--- src/rtl/sysid_probe_master.sv ---
// sysid_probe_master: Avalon-MM read master that checks the system-ID slave.
// Reads ID (addr 0) and timestamp (addr 1) and latches a pass/fail/timeout result.
module sysid_probe_master #(
  parameter logic [31:0] EXPECTED_ID        = 32'd0,
  parameter logic [31:0] EXPECTED_TIMESTAMP = 32'd1529049436,
  parameter int unsigned TIMEOUT_CYCLES     = 255,
  parameter bit          AUTO_START         = 1'b1
) (
  input  logic        clock,
  input  logic        reset_n,
  input  logic        start,
  output logic        avm_address,
  output logic        avm_read,
  input  logic        avm_waitrequest,
  input  logic [31:0] avm_readdata,
  input  logic        avm_readdatavalid,
  output logic        busy,
  output logic        done,
  output logic        pass,
  output logic        id_ok,
  output logic        ts_ok,
  output logic        timeout,
  output logic [31:0] id_value,
  output logic [31:0] ts_value
);

  typedef enum logic [2:0] {
    IDLE, ID_REQ, ID_WAIT, TS_REQ, TS_WAIT, DONE
  } state_t;

  localparam logic [16:0] TO_LIM = 17'(TIMEOUT_CYCLES);

  state_t      state_q, state_d;
  logic        auto_q, auto_d;
  logic [15:0] cnt_q, cnt_d;
  logic [16:0] cnt_inc;
  logic        addr_q, addr_d;
  logic        read_q, read_d;
  logic        busy_q, busy_d;
  logic        done_q, done_d;
  logic        pass_q, pass_d;
  logic        id_ok_q, id_ok_d;
  logic        ts_ok_q, ts_ok_d;
  logic        to_q, to_d;
  logic [31:0] idv_q, idv_d;
  logic [31:0] tsv_q, tsv_d;

  // Next-state and registered-output logic; the counter spans request plus wait.
  always_comb begin
    state_d = state_q;
    auto_d  = 1'b0;
    cnt_d   = cnt_q;
    addr_d  = addr_q;
    read_d  = read_q;
    busy_d  = busy_q;
    done_d  = done_q;
    pass_d  = pass_q;
    id_ok_d = id_ok_q;
    ts_ok_d = ts_ok_q;
    to_d    = to_q;
    idv_d   = idv_q;
    tsv_d   = tsv_q;
    cnt_inc = {1'b0, cnt_q} + 17'd1;
    unique case (state_q)
      IDLE, DONE: begin
        if (start || auto_q) begin
          state_d = ID_REQ;
          read_d  = 1'b1;
          addr_d  = 1'b0;
          busy_d  = 1'b1;
          cnt_d   = '0;
          done_d  = 1'b0;
          pass_d  = 1'b0;
          id_ok_d = 1'b0;
          ts_ok_d = 1'b0;
          to_d    = 1'b0;
          idv_d   = '0;
          tsv_d   = '0;
        end
      end
      ID_REQ, TS_REQ: begin
        if (cnt_inc == TO_LIM) begin
          state_d = DONE;
          read_d  = 1'b0;
          to_d    = 1'b1;
          done_d  = 1'b1;
          pass_d  = 1'b0;
          busy_d  = 1'b0;
        end else begin
          cnt_d = cnt_inc[15:0];
          if (!avm_waitrequest) begin
            read_d  = 1'b0;
            state_d = (state_q == ID_REQ) ? ID_WAIT : TS_WAIT;
          end
        end
      end
      ID_WAIT: begin
        if (avm_readdatavalid) begin
          idv_d   = avm_readdata;
          id_ok_d = (avm_readdata == EXPECTED_ID);
          state_d = TS_REQ;
          read_d  = 1'b1;
          addr_d  = 1'b1;
          cnt_d   = '0;
        end else if (cnt_inc == TO_LIM) begin
          state_d = DONE;
          to_d    = 1'b1;
          done_d  = 1'b1;
          pass_d  = 1'b0;
          busy_d  = 1'b0;
        end else begin
          cnt_d = cnt_inc[15:0];
        end
      end
      TS_WAIT: begin
        if (avm_readdatavalid) begin
          tsv_d   = avm_readdata;
          ts_ok_d = (avm_readdata == EXPECTED_TIMESTAMP);
          pass_d  = id_ok_q && (avm_readdata == EXPECTED_TIMESTAMP);
          state_d = DONE;
          done_d  = 1'b1;
          busy_d  = 1'b0;
        end else if (cnt_inc == TO_LIM) begin
          state_d = DONE;
          to_d    = 1'b1;
          done_d  = 1'b1;
          pass_d  = 1'b0;
          busy_d  = 1'b0;
        end else begin
          cnt_d = cnt_inc[15:0];
        end
      end
      default: begin
        state_d = IDLE;
        read_d  = 1'b0;
        busy_d  = 1'b0;
      end
    endcase
  end

  // State and output registers; reset aborts any read immediately.
  always_ff @(posedge clock or negedge reset_n) begin
    if (!reset_n) begin
      state_q <= IDLE;
      auto_q  <= AUTO_START;
      cnt_q   <= '0;
      addr_q  <= 1'b0;
      read_q  <= 1'b0;
      busy_q  <= 1'b0;
      done_q  <= 1'b0;
      pass_q  <= 1'b0;
      id_ok_q <= 1'b0;
      ts_ok_q <= 1'b0;
      to_q    <= 1'b0;
      idv_q   <= '0;
      tsv_q   <= '0;
    end else begin
      state_q <= state_d;
      auto_q  <= auto_d;
      cnt_q   <= cnt_d;
      addr_q  <= addr_d;
      read_q  <= read_d;
      busy_q  <= busy_d;
      done_q  <= done_d;
      pass_q  <= pass_d;
      id_ok_q <= id_ok_d;
      ts_ok_q <= ts_ok_d;
      to_q    <= to_d;
      idv_q   <= idv_d;
      tsv_q   <= tsv_d;
    end
  end

  assign avm_address = addr_q;
  assign avm_read    = read_q;
  assign busy        = busy_q;
  assign done        = done_q;
  assign pass        = pass_q;
  assign id_ok       = id_ok_q;
  assign ts_ok       = ts_ok_q;
  assign timeout     = to_q;
  assign id_value    = idv_q;
  assign ts_value    = tsv_q;

endmodule

--- config.mk ---
export PLATFORM = sky130hd
export DESIGN_NAME = sysid_probe_master
export DESIGN_NICKNAME = d
export VERILOG_FILES = /design/src/rtl/sysid_probe_master.sv
export SDC_FILE = /design/constraint.sdc
export NUM_CORES = 1
export LEC_CHECK = 0
export CORE_MARGIN = 3
export CORE_UTILIZATION = 23
export DETAILED_ROUTE_END_ITERATION = 8
export PLACE_DENSITY = 0.47
export SYNTH_ARGS = -nofsm -noshare
export SYNTH_HDL_FRONTEND = slang
export SYNTH_SLANG_ARGS = --single-unit
--- constraint.sdc ---
create_clock -name clock -period 7.36 [get_ports clock]
set_input_delay 1.472 -clock clock [delete_from_list [all_inputs] [get_ports clock]]
set_output_delay 1.472 -clock clock [all_outputs]
set_load 0.01 [all_outputs]
==> summary.md <==
| Metric | Value |
|---|---|
| Die Wd | 143 um |
| Worst skew pair latency | 0.35 ns |
| P per Cell Area | approximately 360 nW/um2 |
| Gate power share | 0.416 |
| CP peak stage delay | 0.68 ns |
| Worst Skew | 0.0127 ns |
| CP endpoint kind | register |
| CTS tree | done |
| Initial DRC count | 242 |
| Avg Cell Area, Syn | 10.0 um2 |
| CP arrival | 4.04 ns |
| Clock share of power | 0.219 |
| Most common flop cell mapped by yosys | dfrtp_1 |
| Routed wl met3 | 1.16 mm |
| Tmin final | 3.84 ns |
| GP Congestion | 0.804 |
| Post-CTS Setup Inserts | 0 |
| Post-synthesis xor/xnor area fraction | 0.0142 |
| Simple-gate area share of the yosys netlist | 0.188 |
| Post-synth EDFFs | 0 |
| Hold path depth | 1 |
| Synth area leader | dfrtp_1 |
| Sequential share of power | 0.365 |
| Leak | roughly 2.4 nW |
| Post-Synth Adder-Cell Area | 0.00578 |
| Cts bufs inserted | 9 |
| CP required | 7.57 ns |
| Area grow syn2layout | 36.5% |
| First-pass GRT wire length | between 20 and 25 mm |
| Switching power | a little over 800 uW |
| Die area | 20500 um2 |
| Maximum clock frequency | 261 MHz |
| Register-to-register setup slack | 4.15 ns |
| Hpwl dp | 9.30 mm |
| Slew headroom | 0.343 |
| Total power | between 2 and 2.5 mW |
| Routed Antenna Nets | 0 |
| Outcome | completed |
| Vias in the first global route | 3844 |
| Cells after Synth | approximately 430 |
| Final Hold Fails | 0 |
| Crit share post-route | 0.521 |
| Share of post-route cells with drive strength above 1 | 0.0712 |
| Largest net degree at the start of global routing | 67 |
| Number of distinct library cells after synthesis | 62 |
| Yosys reg bits | a little over 90 |
| Final cell utilization of the core | 0.324 |
| Mapped Area | approximately 4300 um2 |
| Critical R2R Capture | cnt_q[3] |
| Critical Path, Cell by Cell | clkdlybuf4s50_1 > nor2_1 > o31ai_2 > nand2_2 > o311ai_0 > o41ai_1 |
| Synth area leaders | dfrtp_1 (53%), nand2_1 (6.9%), a22o_1 (6.7%), o21ai_0 (5.3%), nor4_1 (1.9%) |
| Crit Path Category | in -> reg |
| Drt total wl | 13.4 mm |
| YS warnings | 0 |
| Crit path to | cnt_q[11] |
| First-pass DRT Iterations | 4 |
| Slowest CP cell | o31ai_2 |
| Via count | 3715 |
| Unrepaired setup endpoints after global routing | no |
| Register area share after synthesis | 0.532 |
| DP Worst Slack | 3.11 ns |
| Number of remaining DRC errors | 0 |
| Clock sinks | 92 |
| I/O pin count | ~110 |
| Port Buffer Count | between 100 and 150 |
| Total GRT Usage | 0.134 |
| Crit start category | primary input |
| Switching share of power | 0.385 |
| Clk buf depth | 2 |
| VDD IR max | roughly 0.14 mV |
| Final setup margin | between 3 and 4 ns |
| Top routing layer in use | met4 |
| Resized Gates After CTS | 0 |
| Slew Viols, Final | 0 |
| Routed vias/inst | 4.87 |
| Post-synth top area share | 0.526 |
| Starting Density | 0.238 |
| Reg clk slew, reported paths | ~0.070 ns |
| Compound-Gate Fraction of Synth Area | 0.217 |
| Initial antenna violation count | 0 |
| FILL cells | ~1.8k |
| Path type of the worst min-delay path | reg -> reg |
| Final net count | 568 |
| Met1 wire length | 5.97 mm |
| Pint | about 1.3 mW |
| Hold buffer count at CTS | 0 |
| CTS Root Cell | clkbuf_16 |
| Worst setup startpoint | avm_readdatavalid |
| CTS H-tree depth | 3 |
| Grt total ovfl | 0 |
| Core ar. | 18200 um2 |
| Reg2Reg Launch Point | cnt_q[0] |
| Syn Nets | 472 |
| Setup TNS | 0 ns |
| WL/cell | 17.6 um |
| Final setup fails | 0 |
| # rows | 49 |
| Die Ht | 143 um |
| Least-Margin Pin Slew | between 0.9 and 1 ns |
| R2R cell count | 8 |
| MaxCap Viol Count | 0 |
| Met2 wire length | 6.03 mm |
| # diodes | 0 |
| Ys async rst share | 1.00 |
| Peak fanout along the critical path | 37 |
| Fraction of synthesized area in multiplexers | 0.00694 |
| Largest family of logic cells by synthesized area | compound AO/OA/AOI/OAI gates |
## sequential cells by signal, summed over array words and instances (netlist names)
name         cells
id_value        32
ts_value        32
cnt_q           16
state_q          3
auto_q           1
avm_address      1
avm_read         1
busy             1
done             1
id_ok            1
pass             1
timeout          1
ts_ok            1
## metal layers
| layer | GRT usage | vias up |
|---|---|---|
| met5 | 0 | - |
| met4 | 0.0380 | 0 |
| met3 | 0.0566 | 15 |
| met2 | 0.207 | 125 |
| met1 | 0.171 | 1800 |
| li1 | - | 1775 |
## cells in the final DEF (no fill, tap or decap), types with 4 or more instances in the layout
| cell type | netlist | routed |
|---|---|---|
| clkdlybuf4s50_1 | 0 | 107 |
| dfrtp_1 | 91 | 91 |
| nand2_1 | 79 | 79 |
| o21ai_0 | 46 | 46 |
| a22o_1 | 33 | 33 |
| nor2_1 | 16 | 16 |
| a21oi_1 | 14 | 14 |
| nor4_1 | 13 | 12 |
| nand4_1 | 11 | 11 |
| clkbuf_16 | 0 | 9 |
| nand3_1 | 9 | 8 |
| inv_1 | 6 | 6 |
| or3_1 | 6 | 6 |
| nor3_1 | 5 | 5 |
| a21o_1 | 5 | 5 |
| buf_4 | 1 | 5 |
| xnor2_1 | 4 | 4 |
| o2bb2ai_1 | 4 | 4 |
## synth_stat cells (2+ instances only)
master      n
buf_2       9
a22o_1     33
nand3_1     9
a21oi_1    14
ha_1        2
a211o_1     2
o2111ai_1   2
clkbuf_1   16
a31oi_2     2
or3_1       6
inv_1       6
o21ai_0    46
mux2i_1     3
xor2_1      3
and2_1      3
nand2_1    79
a21o_1      5
nor3_1      5
nand4_1    11
or4_1       3
o2bb2ai_1   4
nand2b_1    2
o41ai_1     2
o311ai_0    2
nor2_1     16
o31ai_1     3
dfrtp_1    91
nor4_1     13
a22oi_1     3
xnor2_1     4
nor2b_1     3
## how the worst min path moves through the flow
stage | start | end | slack, ns
floorplan | cnt_q[7] | cnt_q[7] | 0.51
detailed placement | ts_value[8] | ts_value[8] | 0.47
finish | avm_address | avm_address | 0.48
global route | ts_value[18] | ts_value[18] | 0.52
global placement | ts_value[11] | ts_value[11] | 0.47
CTS | avm_address | avm_address | 0.49
## cell families after synthesis
family | count (synthesis)
other | 1
adder cells (fa/ha/maj) | 2
AND/OR/NAND/NOR | 163
AO/OA/AOI/OAI | 131
buffers and inverters | 34
flip-flops | 92
multiplexers | 3
XOR/XNOR | 7
## stage by stage
stage	std cells	hold slack [ns]	area, um2
final	763	0.482	5910
after global routing	763	0.517	5910
after CTS	763	0.488	5910
after detailed placement	747	0.472	5620
after global placement	747	0.466	5620
after floorplan	433	0.508	4330
## final cells by class
class	count	area [um2]	share of cell area
clock inverter	6	62.6	0.0106
clock buffer	10	229	0.0388
multi-input combinational	307	1890	0.320
tap	229	287	0.0485
timing repair buffer	112	1110	0.188
inverter	7	26.3	0.00445
sequential	92	2300	0.390
## worst max-delay path, delay by kind of cell
family,cells,cell delay (ns)
buf+inv,1,0.61
simple gates,2,0.82
compound gates,3,1.13
## power by group through the flow
| stage | Clock (mW) | Combinational [mW] | Sequential (mW) |
|---|---|---|---|
| after detailed placement | 0 | 0.905 | 0.782 |
| after global routing | 0.504 | 0.983 | 0.804 |
| final | 0.468 | 0.889 | 0.779 |
| after CTS | 0.484 | 0.905 | 0.780 |
| after floorplan | 0 | 0.435 | 0.802 |
| after global placement | 0 | 0.898 | 0.781 |
Power figures use the tool's default switching activity.
